==> config.mk <==
export PLATFORM = sky130hd
export DESIGN_NAME = seven_segment_scan_decoder
export DESIGN_NICKNAME = d
export VERILOG_FILES = /design/src/rtl/seven_segment_scan_decoder_pkg.sv /design/src/rtl/seg7_to_bcd.sv /design/src/rtl/seven_segment_scan_decoder.sv
export SDC_FILE = /design/constraint.sdc
export NUM_CORES = 1
export LEC_CHECK = 0
export BUFFER_PORTS_ARGS = -buffer_cell sky130_fd_sc_hd__clkbuf_2
export CAP_MARGIN = 10
export CELL_PAD_IN_SITES_DETAIL_PLACEMENT = 1
export CELL_PAD_IN_SITES_GLOBAL_PLACEMENT = 1
export CORE_ASPECT_RATIO = 1.2
export CORE_MARGIN = 5
export CORE_UTILIZATION = 42
export CTS_CLUSTER_DIAMETER = 40
export DETAILED_ROUTE_END_ITERATION = 12
export HOLD_SLACK_MARGIN = 0.12
export PLACE_DENSITY_LB_ADDON = 0.1
export RECOVER_POWER = 25
export SLEW_MARGIN = 20
export SYNTH_ARGS = -nofsm -noshare
export SYNTH_HDL_FRONTEND = slang
export SYNTH_SLANG_ARGS = --single-unit
==> constraint.sdc <==
create_clock -name clk -period 5.2 [get_ports clk]
set_input_delay 0.52 -clock clk [delete_from_list [all_inputs] [get_ports clk]]
set_output_delay 0.52 -clock clk [all_outputs]
set_load 0.005 [all_outputs]
==> src/rtl/seven_segment_scan_decoder_pkg.sv <==
// Shared encodings for the 4-digit multiplexed seven-segment path: segment patterns,
// anode phase selects and the scan-decoder FSM state. The display driver uses the same table.
package seven_segment_scan_decoder_pkg;

  // Active-low segments, bit6=a .. bit0=g
  localparam logic [6:0] SEG_0     = 7'b0000001;
  localparam logic [6:0] SEG_1     = 7'b1001111;
  localparam logic [6:0] SEG_2     = 7'b0010010;
  localparam logic [6:0] SEG_3     = 7'b0000110;
  localparam logic [6:0] SEG_4     = 7'b1001100;
  localparam logic [6:0] SEG_5     = 7'b0100100;
  localparam logic [6:0] SEG_6     = 7'b0100000;
  localparam logic [6:0] SEG_7     = 7'b0001111;
  localparam logic [6:0] SEG_8     = 7'b0000000;
  localparam logic [6:0] SEG_9     = 7'b0000100;
  localparam logic [6:0] SEG_BLANK = 7'b1111111;

  localparam logic [3:0] AN_THOU = 4'b0111;
  localparam logic [3:0] AN_HUND = 4'b1011;
  localparam logic [3:0] AN_TENS = 4'b1101;
  localparam logic [3:0] AN_ONES = 4'b1110;

  typedef enum logic [1:0] {
    WAIT_THOU = 2'd0,
    COLLECT   = 2'd1,
    CONVERT   = 2'd2,
    COMPARE   = 2'd3
  } state_t;

  typedef enum logic [2:0] {
    PH_NONE = 3'd0,
    PH_THOU = 3'd1,
    PH_HUND = 3'd2,
    PH_TENS = 3'd3,
    PH_ONES = 3'd4
  } phase_t;

  // All-ones or multi-zero anode words are blanking gaps, not digit phases.
  function automatic phase_t anode_phase(input logic [3:0] an);
    case (an)
      AN_THOU: return PH_THOU;
      AN_HUND: return PH_HUND;
      AN_TENS: return PH_TENS;
      AN_ONES: return PH_ONES;
      default: return PH_NONE;
    endcase
  endfunction

  // Slot inside the packed BCD word: thousands in the top nibble.
  function automatic logic [1:0] digit_slot(input phase_t ph);
    case (ph)
      PH_THOU: return 2'd3;
      PH_HUND: return 2'd2;
      PH_TENS: return 2'd1;
      default: return 2'd0;
    endcase
  endfunction

endpackage

==> src/rtl/seg7_to_bcd.sv <==
// Purely combinational inverse of the segment table: active-low pattern -> {valid, digit}.
module seg7_to_bcd
  import seven_segment_scan_decoder_pkg::*;
(
  input  logic [6:0] pattern,
  output logic       valid,
  output logic [3:0] digit
);

  always_comb begin
    valid = 1'b1;
    digit = 4'd0;
    case (pattern)
      SEG_0:     digit = 4'd0;
      SEG_1:     digit = 4'd1;
      SEG_2:     digit = 4'd2;
      SEG_3:     digit = 4'd3;
      SEG_4:     digit = 4'd4;
      SEG_5:     digit = 4'd5;
      SEG_6:     digit = 4'd6;
      SEG_7:     digit = 4'd7;
      SEG_8:     digit = 4'd8;
      SEG_9:     digit = 4'd9;
      SEG_BLANK: valid = 1'b0;
      default:   valid = 1'b0;
    endcase
  end

endmodule

==> src/rtl/seven_segment_scan_decoder.sv <==
// Watches the multiplexed Anode/LED_out scan, rebuilds each 4-digit frame and publishes
// num/bcd once MATCH_FRAMES consecutive identical error-free frames have been seen.
module seven_segment_scan_decoder
  import seven_segment_scan_decoder_pkg::*;
#(
  parameter int SYNC_STAGES   = 2,
  parameter int SETTLE_CYCLES = 4,
  parameter int MATCH_FRAMES  = 2
) (
  input  logic        clk,
  input  logic        rst,
  input  logic [3:0]  Anode,
  input  logic [6:0]  LED_out,
  output logic [13:0] num,
  output logic [15:0] bcd,
  output logic        num_valid,
  output logic        seg_error,
  output logic        seq_error
);

  localparam int SW = 11;
  localparam int CW = $clog2(SETTLE_CYCLES + 1);
  localparam int MW = $clog2(MATCH_FRAMES + 1);

  logic [SW-1:0] sync_q [SYNC_STAGES];
  logic [SW-1:0] scan;
  logic [SW-1:0] last_q;
  logic [CW-1:0] settle_cnt;
  logic          changed;
  logic          sample;
  logic          take;
  logic          seg_ok;
  logic [3:0]    seg_digit;
  phase_t        ph;

  state_t          state, state_d;
  phase_t          exp_ph_q, exp_ph_d;
  logic [3:0][3:0] digits_q, digits_d;
  logic            bad_q, bad_d;
  logic [13:0]     acc_q, acc_d;
  logic [13:0]     prev_q, prev_d;
  logic [13:0]     num_d;
  logic [15:0]     bcd_d;
  logic [1:0]      conv_q, conv_d;
  logic [MW-1:0]   match_q, match_d;
  logic            pend_q, pend_d;
  logic            pend_bad_q, pend_bad_d;
  logic [3:0]      pend_digit_q, pend_digit_d;
  logic            valid_d;
  logic            seq_d;
  logic            seg_set;
  logic            seg_clr;

  always_ff @(posedge clk or posedge rst) begin
    if (rst) begin
      for (int i = 0; i < SYNC_STAGES; i++) sync_q[i] <= '0;
    end else begin
      sync_q[0] <= {Anode, LED_out};
      for (int i = 1; i < SYNC_STAGES; i++) sync_q[i] <= sync_q[i-1];
    end
  end

  assign scan    = sync_q[SYNC_STAGES-1];
  assign changed = (scan != last_q);

  // Counter saturates at SETTLE_CYCLES so each stable phase yields exactly one sample.
  always_ff @(posedge clk or posedge rst) begin
    if (rst) begin
      last_q     <= '0;
      settle_cnt <= '0;
    end else if (changed) begin
      last_q     <= scan;
      settle_cnt <= '0;
    end else if (settle_cnt != CW'(SETTLE_CYCLES)) begin
      settle_cnt <= settle_cnt + 1'b1;
    end
  end

  assign sample = !changed && (settle_cnt == CW'(SETTLE_CYCLES - 1));
  assign ph     = anode_phase(last_q[10:7]);
  assign take   = sample && (ph != PH_NONE);

  seg7_to_bcd u_seg7_to_bcd (
    .pattern (last_q[6:0]),
    .valid   (seg_ok),
    .digit   (seg_digit)
  );

  always_ff @(posedge clk or posedge rst) begin
    if (rst) begin
      state        <= WAIT_THOU;
      exp_ph_q     <= PH_HUND;
      digits_q     <= '0;
      bad_q        <= 1'b0;
      acc_q        <= '0;
      prev_q       <= '0;
      conv_q       <= '0;
      match_q      <= '0;
      pend_q       <= 1'b0;
      pend_bad_q   <= 1'b0;
      pend_digit_q <= '0;
      num          <= '0;
      bcd          <= '0;
      num_valid    <= 1'b0;
      seg_error    <= 1'b0;
      seq_error    <= 1'b0;
    end else begin
      state        <= state_d;
      exp_ph_q     <= exp_ph_d;
      digits_q     <= digits_d;
      bad_q        <= bad_d;
      acc_q        <= acc_d;
      prev_q       <= prev_d;
      conv_q       <= conv_d;
      match_q      <= match_d;
      pend_q       <= pend_d;
      pend_bad_q   <= pend_bad_d;
      pend_digit_q <= pend_digit_d;
      num          <= num_d;
      bcd          <= bcd_d;
      num_valid    <= valid_d;
      seg_error    <= seg_set | (seg_error & ~seg_clr);
      seq_error    <= seq_d;
    end
  end

  always_comb begin
    state_d      = state;
    exp_ph_d     = exp_ph_q;
    digits_d     = digits_q;
    bad_d        = bad_q;
    acc_d        = acc_q;
    prev_d       = prev_q;
    conv_d       = conv_q;
    match_d      = match_q;
    pend_d       = pend_q;
    pend_bad_d   = pend_bad_q;
    pend_digit_d = pend_digit_q;
    num_d        = num;
    bcd_d        = bcd;
    valid_d      = 1'b0;
    seq_d        = 1'b0;
    seg_set      = take && !seg_ok;
    seg_clr      = 1'b0;

    case (state)
      WAIT_THOU: begin
        if (pend_q) begin
          digits_d[3] = pend_digit_q;
          bad_d       = pend_bad_q;
          pend_d      = 1'b0;
          exp_ph_d    = PH_HUND;
          state_d     = COLLECT;
        end else if (take && ph == PH_THOU) begin
          digits_d[3] = seg_digit;
          bad_d       = !seg_ok;
          exp_ph_d    = PH_HUND;
          state_d     = COLLECT;
        end
      end

      COLLECT: begin
        if (take) begin
          if (ph == exp_ph_q) begin
            digits_d[digit_slot(ph)] = seg_digit;
            bad_d = bad_q | !seg_ok;
            case (ph)
              PH_HUND: exp_ph_d = PH_TENS;
              PH_TENS: exp_ph_d = PH_ONES;
              default: begin
                acc_d   = '0;
                conv_d  = '0;
                state_d = CONVERT;
              end
            endcase
          end else if (ph == PH_THOU) begin
            // A fresh thousands digit means the scan restarted: resync on it.
            digits_d[3] = seg_digit;
            bad_d       = !seg_ok;
            exp_ph_d    = PH_HUND;
            seq_d       = 1'b1;
          end else begin
            seq_d   = 1'b1;
            state_d = WAIT_THOU;
          end
        end
      end

      CONVERT: begin
        // conv_q walks thousands..ones, i.e. slots 3..0.
        acc_d  = (acc_q << 3) + (acc_q << 1) + 14'(digits_q[~conv_q]);
        conv_d = conv_q + 2'd1;
        if (conv_q == 2'd3) state_d = COMPARE;
        if (take && ph == PH_THOU) begin
          pend_d       = 1'b1;
          pend_digit_d = seg_digit;
          pend_bad_d   = !seg_ok;
        end
      end

      COMPARE: begin
        state_d = WAIT_THOU;
        if (take && ph == PH_THOU) begin
          pend_d       = 1'b1;
          pend_digit_d = seg_digit;
          pend_bad_d   = !seg_ok;
        end
        if (bad_q) begin
          match_d = '0;
        end else begin
          if (acc_q == prev_q) begin
            if (match_q != MW'(MATCH_FRAMES)) match_d = match_q + 1'b1;
          end else begin
            prev_d  = acc_q;
            match_d = MW'(1);
          end
          if (match_d == MW'(MATCH_FRAMES)) begin
            num_d   = acc_q;
            bcd_d   = digits_q;
            valid_d = 1'b1;
            seg_clr = 1'b1;
          end
        end
      end

      default: state_d = WAIT_THOU;
    endcase
  end

endmodule

# ---- Word-level counts from Yosys, hierarchy flattened
# Index checks and enable logic that the tools add are counted.
dict set report word_totals {
  inputBits 13
  output_inout_bits 33
  ff_bits 129
  elab_cells 164
}
dict set report op_classes {
  bitwise_logic 7
  order_cmp 3
  reduce_logical 26
  n_eq_ne 37
  addsub 5
  mux 63
}
# op count
set op_table {}
lappend op_table {{2-to-1 mux 14 bit} 3}
lappend op_table {{2-to-1 mux 2 bit} 18}
lappend op_table {{case mux 4 bit (9 select lines)} 1}
lappend op_table {{case mux 14 bit (2 select lines)} 1}
lappend op_table {{2-to-1 mux 4 bit} 6}
lappend op_table {{2-to-1 mux 3 bit} 7}
lappend op_table {{bitwise mux 16 bit} 1}
lappend op_table {{2-to-1 mux 16 bit} 1}
lappend op_table {{inequality test 3 bit (second input constant)} 5}
lappend op_table {{adder 14 bit} 1}
lappend op_table {{adder 14 x 4 -> 14 bit} 1}
lappend op_table {{== test 14 bit} 1}
lappend op_table {{== test 7 x 3 -> 1 bit (second input constant)} 2}
lappend op_table {{== test 7 x 6 -> 1 bit (second input constant)} 2}
lappend op_table {{== test 7 bit (second input constant)} 2}
lappend op_table {{2-to-1 mux 1 bit} 13}
lappend op_table {{== test 4 bit (second input constant)} 3}
lappend op_table {{2-to-1 mux 12 bit} 1}
lappend op_table {{case mux 3 bit (2 select lines)} 2}
lappend op_table {{case mux 3 bit (4 select lines)} 1}
lappend op_table {{inequality test 11 bit} 1}
lappend op_table {{inequality test 2 bit (second input constant)} 5}
lappend op_table {{AND reduction 5 bit} 2}
lappend op_table {{OR reduction 10 bit} 1}
lappend op_table {{36 further kinds} 60}

# ---- Depth between registers and ports, before layout
# Gate-level depths: netlist of the first run.
dict set report logic_depth {
  depth_word 15
  depth_mapped 12
  depth_no_buf 11
}

# ---- Modules after synthesis
# Synthesis of the first run repeated with hierarchy kept, for this count alone.
dict set report hier_totals {
  hier_cells 495
  hier_area_um2 6213.5
}
# mod instances seq_area_each_um2 area_each_um2 cells_each
set modules_own_cells {}
lappend modules_own_cells {seven_segment_scan_decoder 1 3229.3 6013.3 468}
lappend modules_own_cells {seg7_to_bcd 1 0.0 200.2 27}

# ---- Least setup slack after synthesis of the first run
# No wires, ideal clock.
dict set report synth_path {
  path_kind {reg2reg}
  startpoint {register conv_q[0]}
  endpoint {register acc_q[13]}
  path_stages_with_launch 13
  setup_ns 0.121
  setup_slack_ns 1.958
  required_ns 5.079
  arrival_ns 3.121
  synth_period_minus_slack_ns 3.242
  cell_sequence {dfrtp_1 > clkbuf_1 > mux4_2 > inv_1 > fa_1 > inv_1 > ha_1 > a211o_1 > a211oi_1 > o31ai_1 > a31oi_1 > xnor2_1 > a22o_1}
}
dict set report synth_via {
  elab_chain_len 5
}
# item line_no
set synth_lines {}
lappend synth_lines {{start, declared} seven_segment_scan_decoder.sv:44} ;# logic [1:0] conv_q, conv_d;
lappend synth_lines {{start signal, assigned} seven_segment_scan_decoder.sv:114} ;# conv_q <= conv_d;
lappend synth_lines {{inverter 2 bit} seven_segment_scan_decoder.sv:191} ;# acc_d = (acc_q << 3) + (acc_q << 1) + 14'(digits_q[~conv_q]);
lappend synth_lines {{binary-select mux 4 bit (select 2 bit)} seven_segment_scan_decoder.sv:191}
lappend synth_lines {{2-to-1 mux 4 bit (not written as such)} seven_segment_scan_decoder.sv:191}
lappend synth_lines {{adder 14 x 4 -> 14 bit} seven_segment_scan_decoder.sv:191}
lappend synth_lines {{case mux 14 bit (2 select lines)} seven_segment_scan_decoder.sv:146} ;# case (state)
lappend synth_lines {{end signal, assigned} seven_segment_scan_decoder.sv:95} ;# acc_q <= '0;
lappend synth_lines {{end signal, assigned} seven_segment_scan_decoder.sv:112} ;# acc_q <= acc_d;
lappend synth_lines {{end, declared} seven_segment_scan_decoder.sv:40} ;# logic [13:0] acc_q, acc_d;
# No other way between the ends. The select of a mux whose other input is x is not followed.
# A chain may end at the register's enable or synchronous reset.

# ---- Final worst setup path of the first run
dict set report layout_path {
  startpoint {register conv_q[0]}
  endpoint {register acc_q[10]}
}
# Same word-level chain as after synthesis.

==> results of run 1 <==
power by group through the flow:
| stage | sequential [mW] | combinational [mW] | clock (mW) |
|---|---|---|---|
| 2_1_floorplan | 1.04 | 0.0570 | 0 |
| 3_3_place_gp | 1.05 | 0.0592 | 0 |
| 3_5_place_dp | 1.05 | 0.0608 | 0 |
| 4_1_cts | 1.03 | 0.0611 | 1.26 |
| 5_1_grt | 1.04 | 0.0671 | 1.30 |
| 6_report | 1.04 | 0.0584 | 1.22 |
metal layers:
metal / global-route usage / up-vias / part of all wire
met5: 0 / - / 0
met4: 0.06683 / 0 / 0.021
met2: 0.3182 / 43 / 0.54
li1: - / 1931 / -
met3: 0.03922 / 24 / 0.022
met1: 0.1989 / 2117 / 0.41
metrics by stage:
step | power, mW | worst slack, ns | std cells | instance area (um^2)
final | 2.318 | 1.854 | 767 | 7181
after global placement | 1.111 | 1.892 | 735 | 6565
after CTS | 2.357 | 1.839 | 767 | 7179
after detailed placement | 1.113 | 1.841 | 735 | 6565
after global routing | 2.409 | 1.533 | 767 | 7181
after floorplan | 1.097 | 1.241 | 522 | 6202
cells in the mapped netlist, types with 5 or more instances:
library cell	n
buf_2	9
nor4_1	7
dfrtp_1	128
nor3_1	5
inv_1	22
clkbuf_1	23
ha_1	27
mux2_2	60
nand2b_1	10
xnor2_1	33
nand4_1	7
nand3_1	8
a21o_1	6
a22o_1	7
a21oi_1	24
nand2_1	25
o21ai_0	18
nor2_1	22
worst register-to-register path, delay by kind of cell (launching register included):
kind	cells	cell delay, ns
compound gates	5	0.97
simple gates	1	0.20
flops	1	0.51
mux	1	0.54
buf+inv	1	0.08
fa+ha+maj	2	0.92
area by class of cell:
type                            instances  share of cell area
Inverter                               22             0.01167
Tap cell                              200             0.03485
Timing Repair Buffer                   48             0.03450
Clock buffer                           21             0.06412
Sequential cell                       129              0.4497
Multi-Input combinational cell        336              0.3837
Clock inverter                         11             0.02143
kinds of logic (layout without fill, tap and decap cells):
kind of cell,after synthesis,after routing,share of synthesized area
AO/OA/AOI/OAI,95,95,0.1047
XOR/XNOR,36,36,0.05084
adder cells (fa/ha/maj),29,29,0.06092
buffers and inverters,57,102,0.03873
flip-flops,129,129,0.5207
multiplexers,66,66,0.1267
AND/OR/NAND/NOR,110,110,0.09744
worst paths after layout:
| check | slack [ns] | depth (start not counted) | endpoint | start |
|---|---|---|---|---|
| hold reg to reg | 0.35 | 0 | scan[10] | sync_q[21] |
| setup / recovery | 1.85 | 10 | acc_q[10] | conv_q[0] |
| min in group asynchronous | 1.18 | 2 | prev_q[12] | rst |
| max in group asynchronous | 2.18 | 3 | async pin | rst |
| setup reg to reg | 1.85 | 10 | acc_q[10] | conv_q[0] |
| hold / removal | 0.21 | 1 | sync_q[16] | LED_out[5] |
registers in the layout (all words and copies together), names as in the netlist, 2 cells and up, named ones only:
signal / flops
settle_cnt: 3
sync_q: 11
pend_digit_q: 4
match_q: 2
last_q: 11
conv_q: 2
acc_q: 14
digits_q: 16
exp_ph_q: 3
prev_q: 14
num: 14
bcd: 16
scan: 11
cells in the final DEF, fill, tap and decap left out, types with 4 or more instances in the layout:
master and count:
dfrtp_1 128, mux2_2 60, clkbuf_2 45, xnor2_1 33, ha_1 27, nand2_1 25, a21oi_1 24, nor2_1 22
inv_1 21, o21ai_0 18, clkbuf_16 17, nand2b_1 10, nand3_1 8, nor4_1 7, a22o_1 7, nand4_1 7
a21o_1 6, o21a_1 4, and3_1 4, a211oi_1 4, o32ai_1 4, nor3_1 4, mux4_2 4, nand4b_1 4
==> results by group, run 1 <==
Synthesis
  – Synth Instances: 522
  – Mapped Nets: 564
  – Post-synth cell types: 59
  – Synth area leaders: dfrtp_1 (52%), mux2_2 (11%), ha_1 (5.4%)
  – Synth warn: 0
  – Post-Syn Area: 0.006202 mm^2
  – EDFF count, synth: 0
  – Ys async rst share: 1.000
  – Synth area leader: dfrtp_1
  – Synthesis-stage register bit count: between 100 and 150
  – Mapped Avg Cell Area: 11.88 um^2
  – Prevailing post-synth register cell: dfrtp_1
  – Sequential area share after synthesis: 0.5207
  – Yosys top cell area share: 0.5164

Floorplan
  – Die Wd: between 100 and 150 um
  – Die Y: about 140 um
  – Area of the core: 0.01447 mm^2
  – Die area: 0.01731 mm^2
  – Starting Density: 0.4285
  – Row count: 48
  – IO Count: 46

Routing
  – 1st-iter DRT viols: 188
  – Final antenna-violating net count: 0
  – Drt first pass iters: 4
  – WL final: 13.93 mm
  – Via density: 5.365
  – WL/cell: 18.17 um
  – DRC: 0
  – Vias: ~4100

Timing
  – Hold Fails Final Rpt: 0
  – Skew final: 0.008122 ns
  – Setup TNS: 0 ns
  – Hold Slack: 0.2054 ns
  – Slew Limit Fails: 84
  – Tmin final: 3.346 ns
  – Fmax: 0.2988 GHz
  – Worst-margin pin slew: 3.706 ns
  – RSZ-0062 raised after global routing: false
  – Final period utilization: 0.6436
  – Final setup viols: 0
  – Slew headroom: -1.484

Clock tree
  – Setup bufs post-CTS: 0
  – Root Buffer: clkbuf_16
  – CTS tree: done
  – CTS H-tree depth: 4
  – Post-CTS sizing: 0
  – Clk pin slew, worst setup/hold paths: 0.06 ns
  – Max Buffers Root-to-Sink: 2
  – Total CTS buffers: 17
  – Sink Count: 129
  – Cts hold-fix bufs: 0
  – Clk Latency, worst-skew pair: 0.42 ns

GRT
  – First-pass GRT wire length: ~23 mm
  – Total grt overflow: 0
  – Vias in the first global route: 4424
  – Initial antenna violation count: 0
  – Largest net degree at the start of global routing: 84
  – Tot GR Track Use: 0.1748

Worst setup path
  – CP arrival: 3.64 ns
  – Worst path slowest cell: mux4_2
  – Crit-path cells: mux4_2 -> inv_1 -> fa_1 -> fa_1 -> nand2b_1 -> a21oi_1 -> o221a_2 -> o21a_1 -> o21ai_0 -> a32o_1
  – CP top delay family: compound AO/OA/AOI/OAI gates
  – Startpoint types: flip-flop
  – Required time of the critical path: 5.50 ns
  – CP max stage delay: 0.54 ns
  – Worst Path Buf+Inv: 1
  – CP Capture Type: flip-flop
  – Max FO, Critical Path: 7
  – Setup CP Type: flip-flop to flip-flop
  – Crit path top cell by count: fa_1

Pwr
  – Sw frac: 0.2143
  – Maximum vdd drop: 253.4 uV
  – Combinational power share: 0.025
  – NetSw: 0.4967 mW
  – Clock power frac: 0.528
  – Pwr Density: 322.9 mW/mm^2
  – Reg power frac: 0.447
  – Int Pwr: 1.822 mW
  – Lkg Pwr: 3.426 nW

Final layout
  – Multi-input gate area: between 0.002 and 0.003 mm^2
  – Final core area utilization: 0.4961
  – # fillers: 1511
  – Layout cell share with drive strength beyond 1: 0.2769
  – Register Area: around 0.0032 mm^2
  – P&R area growth vs syn: 15.78%
  – Antenna diodes: 0
  – Nets: 596

Place
  – RD Place Congestion: 0.8190
  – Port-buffer cells: 45
  – Final HPWL DP: 9.882 mm

Status
  – Status: complete, but fails checks
  – Violated checks: max-capacitance violations, max-slew violations

Worst hold path
  – Hold WC Path Type: input port to flip-flop

Run
  – MaxCap Viol Count: 1
(Power assumes the default switching activity.)
==> inputs of run 2 (changes only) <==
Clock period 5.2 ns to 2.7 ns, I/O delays scaled along.
==> run 2 against run 1 <==
The flow finishes with violations (max-capacitance violations, max-slew violations, negative setup slack). Largest power group unchanged. Clock skew increased by 0.0025 ns. Highest routed layer unchanged. Maximum frequency increased by 9.5%. First-iteration DRC count increased by 2.1%. Cell count increased by 8.0%. Core utilization increased by 3.8 points. Worst setup slack got worse by 2.2 ns. Sequential share of layout area decreased by 3.2 points.
==> results by group, run 2 (same netlist as run 1, synthesis figures left out) <==
Timing
  – Setup TNS: -1.826 ns (-1.826 ns)
  – Slew Limit Fails: 130 (+55%)
  – Final period utilization: 1.132 (+0.4886)
  – RSZ-0062 raised after global routing: true
  – Fmax: 0.3271 GHz (+9.5%)
  – Tmin final: 3.057 ns (-0.2896 ns)
  – Worst-margin pin slew: 1.770 ns (-1.936 ns)
  – Hold Slack: 0.3481 ns (+0.1427 ns)
  – Slew headroom: -0.1798 (+1.304)
  – Worst setup margin: -0.3569 ns (-2.210 ns)
  – Final setup viols: 7 (+7)
  – Hold Fails Final Rpt: 0 (unchanged)
  – Skew final: 0.01064 ns (+0.002515 ns)

Worst setup path
  – Reg2Reg Depth: 11 (+1)
  – Max FO, Critical Path: 2 (-5)
  – Setup CP Type: flip-flop to flip-flop
  – R2r endpoint: acc_q[11]
  – Required time of the critical path: 2.98 ns (-2.52 ns)
  – Startpoint types: flip-flop
  – Reg2reg start: conv_q[0]
  – CP arrival: 3.34 ns (-0.30 ns)
  – CP Capture Type: flip-flop
  – CP startpoint: conv_q[0]
  – Critical path endpoint: acc_q[11]
  – R2r setup slk: -0.36 ns (-2.21 ns)

Clock tree
  – CTS tree: done
  – Max Buffers Root-to-Sink: 2 (unchanged)
  – Root Buffer: clkbuf_16
  – Clk Latency, worst-skew pair: 0.42 ns (about the same)
  – Total CTS buffers: 17 (unchanged)
  – Sink Count: 129 (unchanged)
  – CTS H-tree depth: 4 (unchanged)
  – Clk pin slew, worst setup/hold paths: 0.06 ns (about the same)

Status
  – Status: complete, but fails checks
  – Violated checks: max-capacitance violations, max-slew violations, negative setup slack

Routing
  – WL final: 14.60 mm (+4.8%)
  – Via density: 5.278 (-1.6%)
  – WL/cell: 17.63 um (-2.9%)
  – Drt first pass iters: 4 (unchanged)
  – Vias: 4370 (+6.2%)
  – 1st-iter DRT viols: 192 (+2.1%)
  – DRC: 0 (unchanged)
  – Final antenna-violating net count: 0 (unchanged)

Final layout
  – Most frequent cells in the layout: dfrtp_1 (128), mux2_2 (60), buf_4 (47), clkbuf_2 (43), xnor2_1 (33)
  – Biggest regs: bcd: 16 flops, digits_q: 16 flops
  – Antenna diodes: 0 (unchanged)
  – P&R area growth vs syn: 24.65%
  – Nets: 657 (+10%)
  – # fillers: 1503 (-0.53%)
  – Commonest non-fill, non-tap cell in the layout: dfrtp_1
  – Layout cell share with drive strength beyond 1: 0.3519 (+0.07501)

Pwr
  – Pwr Density: 556.0 mW/mm^2 (+72%)
  – Maximum vdd drop: 403.0 uV (+59%)
  – Lkg Pwr: 3.710 nW (+8.3%)

Floorplan
  – Starting Density: 0.4285 (unchanged)
  – Die Y: 143.1 um (unchanged)
  – Row count: 48 (unchanged)
  – Die Wd: 120.9 um (unchanged)
  – IO Count: 46 (unchanged)
  – Area of the core: 0.01447 mm^2 (unchanged)
  – Die area: 0.01731 mm^2 (unchanged)

GRT
  – Largest net degree at the start of global routing: 130 (+55%)
  – Tot GR Track Use: 0.1850 (+0.01021)
  – Total grt overflow: 0 (unchanged)
  – First-pass GRT wire length: 24.98 mm (+6.8%)
  – Vias in the first global route: 4804 (+8.6%)
  – Initial antenna violation count: 0 (unchanged)

Place
  – RD Place Congestion: 0.8367 (+2.2%)
  – Pre-CTS setup slack: -0.3493 ns (-2.190 ns)
  – Port-buffer cells: 45 (unchanged)
  – Final HPWL DP: 10.50 mm (+6.3%)

Worst hold path
  – Hold WC Path Type: flip-flop to flip-flop

Run
  – MaxCap Viol Count: 1 (unchanged)
==> run 2: cell types whose count changed in the layout (fill, tap and decap cells not counted), sizes merged <==
cell,change
buf,+48
bufinv,-2
clkinv,+1
clkinvlp,+1
dlygate4sd3,+12
inv,+1
==> run 2: where the power goes <==
part | internal [mW] | switching [mW]
registers | 1.96 | 0.0333
clock network | 1.32 | 0.859
logic | 0.0540 | 0.0764
==> run 2: area by class of cell <==
type	count	area [um^2]	area share
tap	200	250.2	0.03237
timing repair buffer	109	757.0	0.09791
multi-input combinational	336	2844	0.3679
clock inverter	12	107.6	0.01392
inverter	22	86.33	0.01117
clock buffer	20	456.7	0.05907
sequential	129	3229	0.4177
==> run 2: worst max-delay path: stages (launching register included) <==
cell and delay, ns:
dfrtp_1 0.39, mux4_2 0.52, inv_2 0.07, fa_1 0.44, inv_2 0.08, ha_4 0.19
a211o_1 0.34, a211oi_4 0.27, nor3_2 0.09, a311oi_2 0.27, xor2_1 0.18, o21ai_1 0.07
==> run 2: how the worst min path moves through the flow <==
| stage | from | endpoint | slack, ns | cells past startpoint |
|---|---|---|---|---|
| floorplan | LED_out[0] | sync_q[11] | 0.30 | 0 |
| global placement | sync_q[21] | scan[10] | 0.33 | 0 |
| detailed placement | sync_q[20] | scan[9] | 0.34 | 0 |
| CTS | sync_q[20] | scan[9] | 0.35 | 0 |
| global route | sync_q[11] | scan[0] | 0.36 | 0 |
| finish | sync_q[20] | scan[9] | 0.35 | 0 |
==> run 2: repair_timing <==
action	4_1_cts	5_1_grt
endpoints found under the setup margin	8	8
pin swaps	11	16
resized for setup	9	9
endpoints found under the hold margin	139	0
hold buffers	12	0
buffers inserted	2	3
==> run 2: per-stage QoR <==
stage / util / area, um^2 / std cells / total power [mW]
CTS: 0.5303 / 7676 / 825 / 4.363
finish: 0.5341 / 7731 / 828 / 4.299
detailed placement: 0.4810 / 6962 / 779 / 2.151
floorplan: - / 6264 / 522 / 2.114
global placement: 0.4810 / 6962 / 779 / 2.143
global route: 0.5341 / 7731 / 828 / 4.483
==> run 2: metal layers <==
layer | vias up | share of wire | wire [um] | global-route usage
li1 | 2044 | - | - | -
met3 | 24 | 0.032 | 466 | 0.04477
met2 | 83 | 0.53 | 7802 | 0.3255
met4 | 0 | 0.026 | 381 | 0.07757
met1 | 2219 | 0.41 | 5948 | 0.2154
met5 | - | 0 | 0 | 0
==> inputs of run 3 (changes only) <==
Settings changed: PLACE_DENSITY set to 0.84, PLACE_DENSITY_LB_ADDON 0.1 to not set, REMOVE_ABC_BUFFERS set to 1.
==> run 3 against run 2 <==
The run still ends with max-capacitance violations, max-slew violations, negative setup slack left. Clock skew increased by 0.0024 ns. Die area unchanged. Register-to-register slack got worse by 0.19 ns. First-iteration DRC count increased by 80%. Non-clock buffer count increased by 5.
==> results by group, run 3 (same netlist as run 1, synthesis figures left out) <==
Routing
  – WL final: 19.56 mm (+34%)
  – Drt first pass iters: 4 (unchanged)
  – Final antenna-violating net count: 0 (unchanged)
  – Vias: 4708 (+7.7%)
  – 1st-iter DRT viols: 345 (+80%)
  – DRC: 0 (unchanged)
  – WL/cell: 23.48 um (+33%)
  – Via density: 5.652 (+7.1%)

Floorplan
  – Area of the core: 0.01447 mm^2 (unchanged)
  – Die Wd: 120.9 um (unchanged)
  – Die area: 0.01731 mm^2 (unchanged)
  – Row count: 48 (unchanged)
  – IO Count: 46 (unchanged)
  – Die Y: 143.1 um (unchanged)
  – Starting Density: 0.4285 (unchanged)

Final layout
  – Nets: 662 (+0.76%)
  – P&R area growth vs syn: 27.74%
  – Biggest regs: bcd: 16 flops, digits_q: 16 flops
  – Non-filler cells, final: 833 (+0.60%)
  – Register Area: 0.003234 mm^2 (+0.15%)
  – Most frequent cells in the layout: dfrtp_1 (124), mux2_2 (60), buf_4 (50), clkbuf_2 (42), xnor2_1 (31)
  – Layout cell share with drive strength beyond 1: 0.3665 (+0.01460)
  – # fillers: 1474 (-1.9%)
  – Multi-input gate area: 0.002920 mm^2 (+2.7%)
  – Antenna diodes: 0 (unchanged)
  – Commonest non-fill, non-tap cell in the layout: dfrtp_1
  – Final core area utilization: 0.5474 (+0.01323)

Worst setup path
  – CP Capture Type: flip-flop
  – CP arrival: 3.54 ns (+0.20 ns)
  – R2r setup slk: -0.55 ns (-0.19 ns)
  – Required time of the critical path: 3.00 ns (+0.02 ns)
  – Startpoint types: flip-flop
  – Reg2reg start: conv_q[0]
  – CP startpoint: conv_q[0]
  – Max FO, Critical Path: 3 (+1)
  – Setup CP Type: flip-flop to flip-flop

Status
  – Violated checks: max-capacitance violations, max-slew violations, negative setup slack
  – Status: complete, but fails checks

Timing
  – Slew Limit Fails: 41 (-68%)
  – Worst-margin pin slew: 1.587 ns (-0.1826 ns)
  – Slew headroom: -0.05918 (+0.1206)
  – Hold Slack: 0.3474 ns (-0.0007060 ns)
  – Worst setup margin: -0.5475 ns (-0.1906 ns)
  – Skew final: 0.01303 ns (+0.002398 ns)
  – Hold Fails Final Rpt: 0 (unchanged)
  – Final setup viols: 9 (+2)
  – Final period utilization: 1.203 (+0.07059)
  – Setup TNS: -3.597 ns (-1.771 ns)
  – Tmin final: 3.247 ns (+0.1906 ns)
  – RSZ-0062 raised after global routing: true
  – Fmax: 0.3079 GHz (-5.9%)

Run
  – MaxCap Viol Count: 1 (unchanged)

GRT
  – Vias in the first global route: 5388 (+12%)
  – Initial antenna violation count: 0 (unchanged)
  – Largest net degree at the start of global routing: 46 (-65%)
  – Total grt overflow: 0 (unchanged)
  – First-pass GRT wire length: 30.52 mm (+22%)
  – Tot GR Track Use: 0.2327 (+0.04775)

Pwr
  – Maximum vdd drop: 510.1 uV (+27%)
  – Reg power frac: 0.435 (-0.029)
  – Combinational power share: 0.033 (+0.003)
  – Clock power frac: 0.532 (+0.026)
  – Int Pwr: 3.529 mW (+6.0%)
  – Pwr Density: 578.6 mW/mm^2 (+4.1%)
  – Lkg Pwr: 3.801 nW (+2.4%)
  – Sw frac: 0.2300 (+0.004671)
  – NetSw: 1.054 mW (+8.8%)

Worst hold path
  – Worst hold start: sync_q[20]
  – Hold WC Path Type: flip-flop to flip-flop

Clock tree
  – Root Buffer: clkbuf_16
  – Total CTS buffers: 17 (unchanged)
  – Max Buffers Root-to-Sink: 2 (unchanged)
  – Clk pin slew, worst setup/hold paths: 0.07 ns (about the same)
  – Clk Latency, worst-skew pair: 0.43 ns (about the same)
  – CTS H-tree depth: 4 (unchanged)
  – CTS tree: done
  – Sink Count: 129 (unchanged)

Place
  – Final HPWL DP: 10.94 mm (+4.1%)
  – Pre-CTS setup slack: -0.5169 ns (-0.1675 ns)
  – Dpl cells: 773 (-0.77%)
  – RD Place Congestion: 0.8866 (+6.0%)
  – Port-buffer cells: 45 (unchanged)
## run 3: routing by layer
layer,part of all wire,global-route usage,vias up
met1,0.35,0.2403,2419
li1,-,-,2057
met2,0.54,0.4163,150
met5,0,0,-
met3,0.040,0.05269,82
met4,0.067,0.1611,0
## run 3: per-stage QoR
step | power (mW) | area (um^2)
2_1_floorplan | 2.099 | 6045
3_3_place_gp | 2.141 | 6875
3_5_place_dp | 2.153 | 6882
4_1_cts | 4.577 | 7775
5_1_grt | 4.732 | 7923
6_report | 4.584 | 7923
## run 3: worst paths after layout
kind | to | cells after the start
setup reg to reg | acc_q[13] | 11
max in group asynchronous | last_q[9] | 3
setup / recovery | acc_q[13] | 11
hold / removal | scan[9] | 0
min in group asynchronous | bcd[3] | 3
hold reg to reg | scan[9] | 0
## run 3: area by class of cell
type,count,area share
clock buffers,20,0.05764
clock inverters,12,0.01974
inverters,22,0.01042
multi-input cells,336,0.3686
flip-flops and latches,129,0.4082
well taps,200,0.03159
repair buffers,114,0.1038
## run 3: what timing repair did
item                                    CTS  global route
endpoints found under the setup margin   30            39
hold buffers                             12             0
pin swaps                                18            15
hold endpoints to repair                 51             0
setup buffers                             5            12
gates resized for setup                  28            18
## run 3: critical path: stages (launching register included)
cell      delay [ns]
dfrtp_2         0.44
mux4_2          0.58
inv_2           0.10
fa_1            0.44
inv_2           0.10
ha_4            0.20
a211o_1         0.37
a211oi_4        0.30
o31ai_2         0.12
a31oi_1         0.20
xnor2_1         0.08
a22o_1          0.20
## run 3: power groups by stage
| stage | Combinational, mW | Sequential, mW | Clock [mW] |
|---|---|---|---|
| 4_1_cts | 0.142 | 2.00 | 2.44 |
| 6_report | 0.152 | 2.00 | 2.44 |
| 3_5_place_dp | 0.125 | 2.03 | 0 |
| 5_1_grt | 0.168 | 2.00 | 2.57 |
| 3_3_place_gp | 0.117 | 2.02 | 0 |
| 2_1_floorplan | 0.0820 | 2.02 | 0 |
